### src/rtl/multicycle_control_unit.sv
`default_nettype none
// ============================================================================
// Module      : multicycle_control_unit
// Description : Main FSM for a multicycle RV32I(+M, +Zicsr) datapath.
//               Sequences fetch, decode, address/execute and write-back
//               steps. Each cycle it drives the datapath strobes and the
//               mux selects.
// Ports       : clk, rst          - rising-edge clock, sync active-high reset
//               instr[31:0]       - current instruction register contents
//               mem_ready         - bus completes the access this cycle
//               branch_taken      - ALU compare result
//               muldiv_ready      - mul/div result valid
//               mem_valid, mem_we, ir_we, pc_we, reg_we, adr_src,
//               muldiv_start, csr_we, instr_retired, illegal - strobes
//               alu_src_a, alu_src_b, result_src, alu_op     - mux selects
//               state_o[3:0]      - current state, for debug
// Revision    : 1.0 - initial release
// ============================================================================
module multicycle_control_unit #(
  parameter int unsigned RV32M  = 1,
  parameter int unsigned CSR_EN = 1
) (
  input  logic        clk,
  input  logic        rst,
  input  logic [31:0] instr,
  input  logic        mem_ready,
  input  logic        branch_taken,
  input  logic        muldiv_ready,
  output logic        mem_valid,
  output logic        mem_we,
  output logic        ir_we,
  output logic        pc_we,
  output logic        reg_we,
  output logic        adr_src,
  output logic        muldiv_start,
  output logic        csr_we,
  output logic        instr_retired,
  output logic        illegal,
  output logic [1:0]  alu_src_a,
  output logic [1:0]  alu_src_b,
  output logic [1:0]  result_src,
  output logic [1:0]  alu_op,
  output logic [3:0]  state_o
);

  typedef enum logic [3:0] {
    S_FETCH  = 4'd0,
    S_DECODE = 4'd1,
    S_MEMADR = 4'd2,
    S_MEMRD  = 4'd3,
    S_MEMWB  = 4'd4,
    S_MEMWR  = 4'd5,
    S_EXE_R  = 4'd6,
    S_EXE_I  = 4'd7,
    S_ALUWB  = 4'd8,
    S_BRANCH = 4'd9,
    S_JAL    = 4'd10,
    S_JALR   = 4'd11,
    S_UPPER  = 4'd12,
    S_MULDIV = 4'd13,
    S_CSR    = 4'd14,
    S_TRAP   = 4'd15
  } state_t;

  localparam logic [6:0] c_OPC_LOAD   = 7'b0000011;
  localparam logic [6:0] c_OPC_STORE  = 7'b0100011;
  localparam logic [6:0] c_OPC_OP     = 7'b0110011;
  localparam logic [6:0] c_OPC_OPIMM  = 7'b0010011;
  localparam logic [6:0] c_OPC_BRANCH = 7'b1100011;
  localparam logic [6:0] c_OPC_JAL    = 7'b1101111;
  localparam logic [6:0] c_OPC_JALR   = 7'b1100111;
  localparam logic [6:0] c_OPC_LUI    = 7'b0110111;
  localparam logic [6:0] c_OPC_AUIPC  = 7'b0010111;
  localparam logic [6:0] c_OPC_SYSTEM = 7'b1110011;

  localparam logic w_m_en   = (RV32M  != 0);
  localparam logic w_csr_en = (CSR_EN != 0);

  state_t state_q, state_d;
  logic   started_q, started_d;   // MULDIV start pulse already issued
  logic   retired_q, retired_d;

  logic [6:0] w_opcode;
  logic [2:0] w_funct3;
  logic [6:0] w_funct7;
  logic [4:0] w_rs1;
  logic       unused_instr_bits;

  assign w_opcode = instr[6:0];
  assign w_funct3 = instr[14:12];
  assign w_funct7 = instr[31:25];
  assign w_rs1    = instr[19:15];
  assign unused_instr_bits = ^{instr[24:20], instr[11:7]};

  logic       w_mem_valid, w_mem_we, w_ir_we, w_pc_we, w_reg_we, w_adr_src;
  logic       w_muldiv_start, w_csr_we, w_illegal;
  logic [1:0] w_alu_src_a, w_alu_src_b, w_result_src, w_alu_op;

  always_comb begin
    state_d        = state_q;
    started_d      = 1'b0;
    w_mem_valid    = 1'b0;
    w_mem_we       = 1'b0;
    w_ir_we        = 1'b0;
    w_pc_we        = 1'b0;
    w_reg_we       = 1'b0;
    w_adr_src      = 1'b0;
    w_muldiv_start = 1'b0;
    w_csr_we       = 1'b0;
    w_illegal      = 1'b0;
    w_alu_src_a    = 2'd0;
    w_alu_src_b    = 2'd0;
    w_result_src   = 2'd0;
    w_alu_op       = 2'b00;

    case (state_q)
      S_FETCH: begin
        w_mem_valid = 1'b1;
        if (mem_ready) begin
          // PC <= PC + 4 straight from the ALU result
          w_ir_we      = 1'b1;
          w_pc_we      = 1'b1;
          w_alu_src_a  = 2'd2;
          w_alu_src_b  = 2'd2;
          w_result_src = 2'd2;
          state_d      = S_DECODE;
        end
      end
      S_DECODE: begin
        // Speculatively compute oldPC + imm as the branch target
        w_alu_src_a = 2'd1;
        w_alu_src_b = 2'd1;
        case (w_opcode)
          c_OPC_LOAD, c_OPC_STORE: state_d = S_MEMADR;
          c_OPC_OP:                state_d = S_EXE_R;
          c_OPC_OPIMM:             state_d = S_EXE_I;
          c_OPC_BRANCH:            state_d = S_BRANCH;
          c_OPC_JAL:               state_d = S_JAL;
          c_OPC_JALR:              state_d = S_JALR;
          c_OPC_LUI, c_OPC_AUIPC:  state_d = S_UPPER;
          c_OPC_SYSTEM:            state_d = S_CSR;
          default:                 state_d = S_TRAP;
        endcase
      end
      S_MEMADR: begin
        w_alu_src_b = 2'd1;
        state_d     = (w_opcode == c_OPC_LOAD) ? S_MEMRD : S_MEMWR;
      end
      S_MEMRD: begin
        w_mem_valid = 1'b1;
        w_adr_src   = 1'b1;
        if (mem_ready) state_d = S_MEMWB;
      end
      S_MEMWB: begin
        w_result_src = 2'd1;
        w_reg_we     = 1'b1;
        state_d      = S_FETCH;
      end
      S_MEMWR: begin
        w_mem_valid = 1'b1;
        w_mem_we    = 1'b1;
        w_adr_src   = 1'b1;
        if (mem_ready) state_d = S_FETCH;
      end
      S_EXE_R: begin
        w_alu_op = 2'b10;
        if (w_funct7 == 7'b0000001) state_d = w_m_en ? S_MULDIV : S_TRAP;
        else                        state_d = S_ALUWB;
      end
      S_EXE_I: begin
        w_alu_src_b = 2'd1;
        w_alu_op    = 2'b10;
        state_d     = S_ALUWB;
      end
      S_ALUWB: begin
        w_reg_we = 1'b1;
        state_d  = S_FETCH;
      end
      S_BRANCH: begin
        w_alu_op = 2'b01;
        w_pc_we  = branch_taken;
        state_d  = S_FETCH;
      end
      S_JALR: begin
        w_alu_src_b = 2'd1;
        state_d     = S_JAL;
      end
      S_JAL: begin
        // PC <= target held in ALUout, ALU forms oldPC + 4 for rd
        w_alu_src_a = 2'd1;
        w_alu_src_b = 2'd2;
        w_pc_we     = 1'b1;
        state_d     = S_ALUWB;
      end
      S_UPPER: begin
        // instr[5] separates LUI (0 + imm) from AUIPC (oldPC + imm)
        w_alu_src_a = instr[5] ? 2'd3 : 2'd1;
        w_alu_src_b = 2'd1;
        state_d     = S_ALUWB;
      end
      S_MULDIV: begin
        w_muldiv_start = ~started_q;
        if (muldiv_ready) begin
          w_reg_we     = 1'b1;
          w_result_src = 2'd3;
          state_d      = S_FETCH;
        end else begin
          started_d = 1'b1;
        end
      end
      S_CSR: begin
        if (w_csr_en && (w_funct3 != 3'd0)) begin
          // Set/clear forms with a zero source must not write the CSR
          w_csr_we     = (w_rs1 != 5'd0) || !w_funct3[1];
          w_reg_we     = 1'b1;
          w_result_src = 2'd3;
          state_d      = S_FETCH;
        end else begin
          state_d = S_TRAP;
        end
      end
      S_TRAP: begin
        w_illegal = 1'b1;
      end
      default: begin
        state_d = S_TRAP;
      end
    endcase
  end

  // Retire pulse shows in the first FETCH cycle after a completed instruction
  assign retired_d = (state_d == S_FETCH) && (state_q != S_FETCH) &&
                     (state_q != S_TRAP);

  always_ff @(posedge clk) begin
    if (rst) begin
      state_q   <= S_FETCH;
      started_q <= 1'b0;
      retired_q <= 1'b0;
    end else begin
      state_q   <= state_d;
      started_q <= started_d;
      retired_q <= retired_d;
    end
  end

  // Reset silences every output combinationally, including mid-stall
  assign mem_valid     = w_mem_valid    & ~rst;
  assign mem_we        = w_mem_we       & ~rst;
  assign ir_we         = w_ir_we        & ~rst;
  assign pc_we         = w_pc_we        & ~rst;
  assign reg_we        = w_reg_we       & ~rst;
  assign adr_src       = w_adr_src      & ~rst;
  assign muldiv_start  = w_muldiv_start & ~rst;
  assign csr_we        = w_csr_we       & ~rst;
  assign instr_retired = retired_q      & ~rst;
  assign illegal       = w_illegal      & ~rst;
  assign alu_src_a     = w_alu_src_a    & {2{~rst}};
  assign alu_src_b     = w_alu_src_b    & {2{~rst}};
  assign result_src    = w_result_src   & {2{~rst}};
  assign alu_op        = w_alu_op       & {2{~rst}};
  assign state_o       = state_q;

endmodule
`default_nettype wire

### config.mk
export PLATFORM = sky130hd
export DESIGN_NAME = multicycle_control_unit
export DESIGN_NICKNAME = d
export VERILOG_FILES = /design/src/rtl/multicycle_control_unit.sv
export SDC_FILE = /design/constraint.sdc
export NUM_CORES = 1
export LEC_CHECK = 0
export BUFFER_PORTS_ARGS = -buffer_cell sky130_fd_sc_hd__clkbuf_2
export CAP_MARGIN = 10
export CORE_MARGIN = 2
export CORE_UTILIZATION = 38
export DETAILED_ROUTE_END_ITERATION = 8
export GPL_TIMING_DRIVEN = 0
export PLACE_DENSITY = 0.76
export SLEW_MARGIN = 20
export SYNTH_ARGS = -nofsm -noshare
export SYNTH_HDL_FRONTEND = slang
export SYNTH_SLANG_ARGS = --single-unit
### constraint.sdc
create_clock -name clk -period 1.3 [get_ports clk]
set_input_delay 0.065 -clock clk [delete_from_list [all_inputs] [get_ports clk]]
set_output_delay 0.065 -clock clk [all_outputs]
set_load 0.02 [all_outputs]
# ---- After elaboration in Yosys (flattened, before gate mapping)
# Cells that the tools add are included.
dict set report op_classes {
  n_eq_ne 27
  n_mux 31
  n_bitwise 17
  n_reduce_logical 20
}
# op count
set op_table {}
lappend op_table {{$pmux W4 S11} 1}
lappend op_table {{$eq A4 B4 Y1 const B} 8}
lappend op_table {{$pmux W4 S8} 1}
lappend op_table {{$eq A7 B7 Y1 const B} 4}
lappend op_table {{$eq A7 B6 Y1 const B} 3}
lappend op_table {{$mux W4} 5}
lappend op_table {{$eq A4 B3 Y1 const B} 4}
lappend op_table {{$eq A7 B5 Y1 const B} 2}
lappend op_table {{$reduce_or A2 Y1} 7}
lappend op_table {{$mux W1} 12}
lappend op_table {{$pmux W2 S3} 2}
lappend op_table {{$and A1 B1 Y1} 10}
lappend op_table {{$reduce_or A3 Y1} 3}
lappend op_table {{$and A2 B2 Y2} 4}
lappend op_table {{$eq A4 B2 Y1 const B} 2}
lappend op_table {{$logic_not A4 Y1} 2}
lappend op_table {{$mux W2} 4}
lappend op_table {{$pmux W2 S4} 1}
lappend op_table {{$eq A7 B1 Y1 const B} 1}
lappend op_table {{$eq A7 B2 Y1 const B} 1}
lappend op_table {{$mux W3} 2}
lappend op_table {{$pmux W1 S3} 2}
lappend op_table {{$reduce_bool A5 Y1} 1}
lappend op_table {{$reduce_or A5 Y1} 1}
lappend op_table {{other kinds (9)} 12}
dict set report totals {
  ff_bits 6
  inputBits 37
  out_inout_bits 22
  elab_cells 98
}

# ---- Logic depth before layout (Yosys ltp)
# Gate-level depths: netlist of the first run.
dict set report depth {
  word_depth 7
  depth_mapped 7
  depth_no_buf 5
}

# ---- Worst setup path before layout of the first run
# OpenSTA, ideal clock, no wires.
dict set report synth_path {
  path_type {register to output}
  startpoint {reg state_q[0] (netlist: state_o[0])}
  endpoint {out result_src[1]}
  arrival_ns 1.738
  required_time_ns 1.235
  setup_slack_ns -0.503
  path_stages_with_launch 6
  n_path_buf 2
  path_cell_list {dfxtp_1 buf_6 buf_2 nor4_1 nand2_1 a211oi_1}
}
dict set report synth_via {
  elab_chain_len 3
  word_cells_on_any_way 6
  classes_between {eq/ne (3); mux (1); bitwise (1); reduce/logical (1)}
}
# element line
set synth_lines {}
lappend synth_lines {{from (decl)} 79} ;# state_t state_q, state_d;
lappend synth_lines {{from (signal assigned)} 241} ;# state_q <= state_d;
lappend synth_lines {{$eq A4 B4 Y1, or another cell as far along} 116} ;# case (state_q)
lappend synth_lines {{$pmux W2 S4 *} 116}
lappend synth_lines {{$and A2 B2 Y2 *} 260} ;# assign result_src = w_result_src & {2{~rst}};
lappend synth_lines {{to (decl)} 41} ;# output logic [1:0] result_src,
# Mark *: on every way between the ends. The rest lies on a longest branch, timed or not.

# ---- Worst setup path in the final report of the first run
dict set report layout_path {
  startpoint {reg state_q[3] (netlist: state_o[3])}
  endpoint {reg retired_q}
}
dict set report layout_via {
  elab_chain_len 6
  word_cells_on_any_way 27
  classes_between {eq/ne (15); mux (5); reduce/logical (7)}
}
# element line
set layout_lines {}
lappend layout_lines {{$eq A4 B3 Y1 or $eq A4 B4 Y1 (tied branches)} 116}
lappend layout_lines {{$reduce_or A3 Y1 (no line)} -}
lappend layout_lines {{$pmux W4 S11} 116}
lappend layout_lines {{$logic_not A4 Y1} 232} ;# assign retired_d = (state_d == S_FETCH) && (state_q != S_FETCH) &&
lappend layout_lines {{$logic_and A1 B1 Y1} 232}
lappend layout_lines {{$logic_and A1 B1 Y1 *} 232}
lappend layout_lines {{to (signal assigned)} 243} ;# retired_q <= retired_d;
lappend layout_lines {{to (decl)} 81} ;# logic retired_q, retired_d;
# Marked as above.
# A chain may end at the register's enable or synchronous reset.

==> flow_summary.toml, run 1 <==
[worst_setup_path]
max_stage_delay_ns = 0.36
start_kind = "flip-flop"
slowest_stage = "dfxtp_4"
cp_max_fo = 6
critPathArrivalTime_ns = 1.92
rr_startpoint = "state_o[3]"
crit_family = "simple AND/OR/NAND/NOR gates"
endpoint_kind = "flip-flop"
r2r_slack_ns = -0.43
crit_type = "flip-flop to flip-flop"
reg2reg_depth = 7
cp_cell_sequence = "clkbuf_16 > buf_8 > nand2_8 > nor4_4 > o32a_1 > nor4b_2 > and4_1"
timing.rr.end = "retired_q"
critPathRequiredTime_ns = 1.49
crit_buf_inv = 2

[pwr]
power.total_w = 0.002593
switching_share_pct = 46.93
comb_power_share_pct = 81.0
p_int_w = 0.001376
net-switching-power_w = 0.001217
pwr-share-seq_pct = 11.6
leakagePower_nw = 0.7924
power_frac_clock_pct = 7.5
ir_worst_vdd_v = 0.001150
p_per_area_nw_per_um2 = 1382

[placed_design]
dp.cells = 213
place.gp.congestion = 0.8349
postPlaceCellArea_um2 = 1379
portBuffers = 48
post-dp-hpwl_mm = 2.452

[route]
num_vias = 1448
drcViolationCount = 0
antenna_left = 0
via_per_inst = 5.959
drt-initial-drc-count = 48
drt_first_pass_iters = 4
wl_per_cell_um = 17.93
wl_mm = 4.356

[timing]
min_period_ns = 1.731
drv_slew = 0
setup_slack_ns = -0.4311
tightestPinTransition_ns = 0.6418
relSlewSlack_pct = 57.22
hold_violations = 0
fin_crit_sh_pct = 133.2
finalSetupViolCount = 22
skew_ns = 0.0002401
fmax_ghz = 0.5777
rsz0062_at_grt = "yes"

[synthesis]
synth_ff_type = "dfxtp_1"
synth-async-reset-ratio_pct = 0
synthesis.area_um2 = 914.6
synth_fp_nets = 174
ys_seq_area_share_pct = 13.13
yosys.area.top_type = "dfxtp_1"
synth_area_leaders = "dfxtp_1 (13%), nor2_1 (8.6%), a21oi_1 (8.2%)"
syn_area_per_cell_um2 = 6.676
yosysWarningCount = 0
synth_edf_count = 0
yosysTopAreaCellShare_pct = 13.13
synth_cells = 137
synth.distinct_cells = 50
ys_ff_latch = 6

[clocking]
clk_pin_slew_worst_paths_ns = 0.05
clock_latency_ns = 0.25
htreeDepth = 1
cts_tree = "yes"
clockRootBuffer = "clkbuf_4"
cts_buffers = 3
cts_hold_buf = 0
cts_sinks = 6
cts_buffer_depth = 2

[grt]
grt_max_degree = 11
gr-usage-all-layers_pct = 28.74
overflow = 0
first_global_vias = 1282
grt_pass1_wl_mm = 5.927
antenna_found_initial = 0

[floorplan]
die_w_um = 53.06
rows = 17
core_um2 = 2255
io_pins = 59
dieHeight_um = 53.06
initial_core_util_pct = 40.57
die-area_um2 = 2815

[final_layout]
fill_cells = 128
fin_util_pct = 83.24
n_antenna_cell = 0
final_cells = 243
fin_nets = 253
syn_to_final_growth_pct = 105.2
drive_gt1_share_pct = 64.19
fin_area_um2 = 1877

[min_path]
holdPathEnd = "started_q"
min_from = "muldiv_ready"
hp-class = "primary input to flip-flop"
hold_depth = 2

[run_status]
outcome = "complete, but fails checks"
violations = "setup timing"

[flow_run]
maxCapViolCount = 0
-- layout by cell type, fill, tap and decap left out, drive strengths merged, types with 3 or more instances in the layout --
master and count:
a21oi 16, and3 3, buf 44, clkbuf 45, dfxtp 6, nand2 13
nand3b 3, nor2 22, nor2b 4, nor3 8, nor3b 4, nor4 9
o21ai 6
-- per-stage QoR --
step                setup slack (ns)  hold WS (ns)  setup TNS (ns)
global route                 -0.4907       0.02143          -7.313
global placement             -0.4451        0.2746          -4.860
finish                       -0.4311       0.02668          -5.972
detailed placement           -0.4583        0.2761          -5.140
CTS                          -0.4323       0.01186          -5.323
floorplan                    -0.1261        0.1419         -0.6907
-- cells by family (layout without fill, tap and decap cells) --
group	count (synthesis)	in the layout	share of synthesized area, %
AOI/OAI and AO/OA	35	35	23.94
and+or+nand+nor	79	79	49.80
xor gates and xnor gates	3	3	2.873
buffers and inverters	13	91	9.165
muxes	1	1	1.094
DFF	6	6	13.13
-- synthesized netlist by cell type (2+ instances only) --
library cell   n
nor2_1        21
a21oi_1       15
nand2_1       12
nor4_1         8
nor3_1         7
dfxtp_1        6
o21ai_0        5
buf_2          4
nor2b_1        4
nor3b_1        4
and3_1         3
buf_6          3
nand3b_1       3
a211oi_1       2
and2_1         2
and2b_1        2
clkbuf_1       2
xor2_1         2
-- registers in the layout, summed over array words and instances, names as in the netlist --
register,cells
state_o,4
retired_q,1
started_q,1
-- worst max path at each step --
stage / end / start / cells past startpoint
6_report: retired_q / state_o[3] / 7
5_1_grt: alu_src_b[0] / state_o[3] / 7
4_1_cts: result_src[1] / state_o[3] / 6
3_5_place_dp: ir_we / rst / 5
3_3_place_gp: ir_we / rst / 5
2_1_floorplan: result_src[1] / state_o[0] / 5
-- power by group through the flow --
stage / sequential, W / combinational, W / clock (W)
6_report: 0.000300 / 0.00210 / 0.000194
5_1_grt: 0.000301 / 0.00220 / 0.000217
4_1_cts: 0.000299 / 0.00176 / 0.000201
3_5_place_dp: 0.000290 / 0.00135 / 0
3_3_place_gp: 0.000288 / 0.00134 / 0
2_1_floorplan: 0.000320 / 0.00101 / 0
-- repair_timing --
item	CTS	global route
resized for setup	46	36
setup buffers	17	10
pin swaps	12	21
endpoints found under the setup margin	22	22
-- cell type report --
cell class	count	area, um^2	area share (%)
sequential	6	135.1	7.200
timing repair buffer	75	543.0	28.93
clock buffer	4	26.28	1.400
multi-input combinational	118	979.7	52.20
tap	28	35.03	1.867
inverter	1	6.256	0.3333
buffer	11	151.4	8.067
-- per-layer routing --
layer	part of all wire, %	wire length, um	GRT usage (%)
met4	2.7	117	4.274
met2	50	2158	55.63
met1	39	1683	33.16
met3	9.1	396	4.520
met5	0	0	0
(Power assumes the default switching activity.)
==> run 2: changes to the inputs <==
- CORE_UTILIZATION: 38 -> 29
- PLACE_DENSITY: 0.76 -> unset
==> flow_summary.toml, run 2 (synthesized netlist as in run 1, its figures left out) <==
[run_status]
outcome = "complete, but fails checks"
violations = "setup timing"

[final_layout]
layout_commonest_cell = "clkbuf_2"
regArea_um2 = 135.1
fin_area_um2 = 2081
fill_cells = 214
final_cells = 259
largest_reg_flops = 4
multi_input_area_um2 = 1052
n_antenna_cell = 0
fin_nets = 253
syn_to_final_growth_pct = 127.5
drive_gt1_share_pct = 67.91
final_cell_mix = "clkbuf_2 (32), buf_4 (22), nor2_1 (16)"

[route]
wl_mm = 4.157
drt_first_pass_iters = 4
drcViolationCount = 0
via_per_inst = 5.405
num_vias = 1400
wl_per_cell_um = 16.05
drt-initial-drc-count = 65
antenna_left = 0

[grt]
grt_pass1_wl_mm = 5.940
overflow = 0
first_global_vias = 1277
grt_max_degree = 11
gr-usage-all-layers_pct = 21.75
antenna_found_initial = 0

[timing]
fmax_ghz = 0.5843
rsz0062_at_grt = "yes"
tightestPinTransition_ns = 0.3917
hold_violations = 0
setup_slack_ns = -0.4114
finalSetupViolCount = 22
holdWs_ns = 0.06414
drv_slew = 0
skew_ns = 0.01667
relSlewSlack_pct = 73.89
min_period_ns = 1.711
fin_tns_setup_ns = -5.808
fin_crit_sh_pct = 131.6

[clocking]
clk_pin_slew_worst_paths_ns = 0.06
cts_buffers = 3
cts_buffer_depth = 2
cts_hold_buf = 0
clockRootBuffer = "clkbuf_4"
cts_sinks = 6
htreeDepth = 1
cts_tree = "yes"
clock_latency_ns = 0.26

[pwr]
ir_worst_vdd_v = 0.0006247
leakagePower_nw = 0.8529
net-switching-power_w = 0.001308
comb_power_share_pct = 82.6
pwr-share-seq_pct = 10.8
power_frac_clock_pct = 6.6
p_per_area_nw_per_um2 = 1411
power.total_w = 0.002935
switching_share_pct = 44.56
p_int_w = 0.001627

[flow_run]
maxCapViolCount = 0

[floorplan]
die_w_um = 60.16
core_um2 = 3028
rows = 20
die-area_um2 = 3619
dieHeight_um = 60.16
initial_core_util_pct = 30.21
io_pins = 59

[worst_setup_path]
start_kind = "flip-flop"
endpoint_kind = "output port"
cp_max_fo = 5
critPathArrivalTime_ns = 1.65
r2r_slack_ns = -0.35
critPathRequiredTime_ns = 1.24
crit_type = "flip-flop to output port"

[min_path]
hp-class = "primary input to flip-flop"

[placed_design]
postPlaceCellArea_um2 = 1399
post-dp-hpwl_mm = 2.383
dp.cells = 229
portBuffers = 48
place.gp.congestion = 0.8044
==> run 2: changes by cell type in the layout (fill, tap and decap cells not counted), sizes merged <==
cell / previous run / this run
clkbuf: 45 / 42
clkdlybuf4s15: 1 / 0
buf: 44 / 48
==> run 2: path summary, 6_finish.rpt <==
path / startpoint / end / cells after the start
hold reg to reg: state_o[1] / started_q / 3
hold / removal: muldiv_ready / started_q / 2
setup reg to reg: state_o[3] / retired_q / 7
setup / recovery: state_o[3] / alu_src_b[0] / 8
==> run 2: routing by layer <==
| layer | vias up | share of wire [%] | GRT usage [%] |
|---|---|---|---|
| met3 | 8 | 4.4 | 3.247 |
| li1 | 666 | - | - |
| met5 | - | 0 | 0 |
| met1 | 671 | 43 | 26.48 |
| met4 | 0 | 1.9 | 7.937 |
| met2 | 55 | 51 | 38.20 |
==> run 2: power groups by stage <==
stage          Combinational [W]  Clock (W)  Sequential (W)
4_1_cts                  0.00201   0.000187        0.000302
2_1_floorplan            0.00101          0        0.000320
3_3_place_gp             0.00135          0        0.000290
3_5_place_dp             0.00136          0        0.000293
6_report                 0.00242   0.000195        0.000317
5_1_grt                  0.00254   0.000214        0.000320
==> run 2: cell type report <==
class / instances / share of cell area, %
well taps: 44 / 2.646
multi-input cells: 118 / 50.57
flip-flops and latches: 6 / 6.494
plain buffers: 10 / 6.975
repair buffers: 76 / 31.63
inverters: 1 / 0.4209
clock buffers: 4 / 1.263
==> run 2: metrics by stage <==
stage / worst slack, ns / utilization (%)
global placement: -0.4534 / 46.20
global route: -0.4784 / 68.72
detailed placement: -0.4617 / 46.20
CTS: -0.4149 / 62.15
floorplan: -0.1261 / -
finish: -0.4114 / 68.72
==> run 2: repair_timing <==
action                                  in CTS  in global routing
gates cloned                                 1                  0
resized for setup                           62                 54
setup buffers                               20                  7
endpoints found under the hold margin        0                  0
pin swaps                                   19                 24
endpoints found under the setup margin      22                 22
==> run 2: critical path: stages, from the launching register on <==
cell and delay (ns):
dfxtp_4 0.35, clkbuf_16 0.16, buf_4 0.15, nor2_4 0.14
mux2i_1 0.09, nor2_1 0.16, a21oi_1 0.09, nor2_2 0.10
clkbuf_8 0.15
==> run 3: changes to the inputs <==
- SETUP_SLACK_MARGIN: unset -> 0.2
==> flow_summary.toml, run 3 (synthesized netlist as in run 1, its figures left out) <==
[route]
antenna_left = 0
drt-initial-drc-count = 45
drt_first_pass_iters = 4
drcViolationCount = 0
wl_mm = 4.569
num_vias = 1479
via_per_inst = 5.539
wl_per_cell_um = 17.11

[final_layout]
fin_nets = 261
largest_reg_flops = 4
syn_to_final_growth_pct = 139.8
fill_cells = 189
layout_commonest_cell = "clkbuf_2"
fin_util_pct = 72.44
n_antenna_cell = 0
final_cell_mix = "clkbuf_2 (31), buf_4 (23), buf_6 (17)"
drive_gt1_share_pct = 71.30

[worst_setup_path]
max_stage_delay_ns = 0.34
cp_max_fo = 5
slowest_stage = "dfxtp_4"
crit_type = "flip-flop to output port"
critPathArrivalTime_ns = 1.68
start_kind = "flip-flop"
crit_buf_inv = 3
endpoint_kind = "output port"
cp_cell_sequence = "clkbuf_16 > buf_12 > nor4_4 > nand2_2 > a211oi_4 > clkbuf_8"
critPathRequiredTime_ns = 1.24
crit_family = "buffers and inverters"

[timing]
setup_slack_ns = -0.4450
fin_crit_sh_pct = 134.2
finalSetupViolCount = 22
tightestPinTransition_ns = 0.7136
skew_ns = 0.001021
hold_violations = 0
fin_tns_setup_ns = -7.233
drv_slew = 0
fmax_ghz = 0.5731
min_period_ns = 1.745
relSlewSlack_pct = 52.43
rsz0062_at_grt = "yes"

[clocking]
cts_hold_buf = 0
clock_latency_ns = 0.26
clockRootBuffer = "clkbuf_4"
cts_tree = "yes"
cts_sinks = 6
htreeDepth = 1
cts_buffer_depth = 2
clk_pin_slew_worst_paths_ns = 0.06
cts_buffers = 3

[grt]
first_global_vias = 1378
grt_max_degree = 11
overflow = 0
grt_pass1_wl_mm = 6.375
antenna_found_initial = 0
gr-usage-all-layers_pct = 23.26

[floorplan]
io_pins = 59
initial_core_util_pct = 30.21
die-area_um2 = 3619
die_w_um = 60.16
core_um2 = 3028
dieHeight_um = 60.16
rows = 20

[min_path]
hp-class = "primary input to flip-flop"

[pwr]
p_per_area_nw_per_um2 = 1434
leakagePower_nw = 0.9188
ir_worst_vdd_v = 0.0006143

[placed_design]
portBuffers = 48
post-dp-hpwl_mm = 2.550
place.gp.congestion = 0.8264

[flow_run]
maxCapViolCount = 0

[run_status]
violations = "setup timing"
outcome = "complete, but fails checks"
[run 3: area by class of cell]
class	count	area, um^2	share of cell area, %
inverter	1	3.754	0.1711
multi-input combinational	118	1089	49.63
buffer	12	171.4	7.815
sequential	6	135.1	6.161
clock buffer	4	26.28	1.198
timing repair buffer	82	713.2	32.52
tap	44	55.05	2.510
[run 3: routing by layer]
metal / vias to the layer above / track usage (%) / part of all wire [%]
li1: 683 / - / -
met1: 722 / 28.96 / 40
met2: 64 / 40.37 / 53
met3: 10 / 4.329 / 4.7
met4: 0 / 6.667 / 1.9
met5: - / 0 / 0
[run 3: per-stage QoR]
step	power (W)	hold WS (ns)	area, um^2	cells	setup WS (ns)
after floorplan	0.001421	0.1422	1175	137	-0.1260
after detailed placement	0.001748	0.2871	1470	229	-0.2398
after global placement	0.001729	0.2725	1470	229	-0.2390
final	0.003146	0.06574	2193	267	-0.4450
after global routing	0.003294	0.05940	2193	267	-0.5030
after CTS	0.002698	0.06481	1988	258	-0.4384
[run 3: repair_timing]
item | 4_1_cts | 5_1_grt
resized for setup | 62 | 45
cloned | 2 | 0
endpoints found under the setup margin | 23 | 23
pin swaps | 20 | 20
buffers inserted | 23 | 9
[run 3: path summary, 6_finish.rpt]
kind,start,slack (ns),endpoint,cells after the start
min,muldiv_ready,0.07,started_q,2
min reg2reg,state_o[1],0.71,started_q,3
max,state_o[3],-0.45,result_src[1],6
max reg2reg,state_o[0],-0.38,retired_q,8
[run 3: power by group]
part / internal, W / total [W] / switching [W] / leakage (nW)
sequential: 0.000238 / 0.000295 / 0.0000571 / 0.0518
clock: 0.000118 / 0.000210 / 0.0000924 / 0.0150
combinational: 0.00139 / 0.00264 / 0.00125 / 0.852
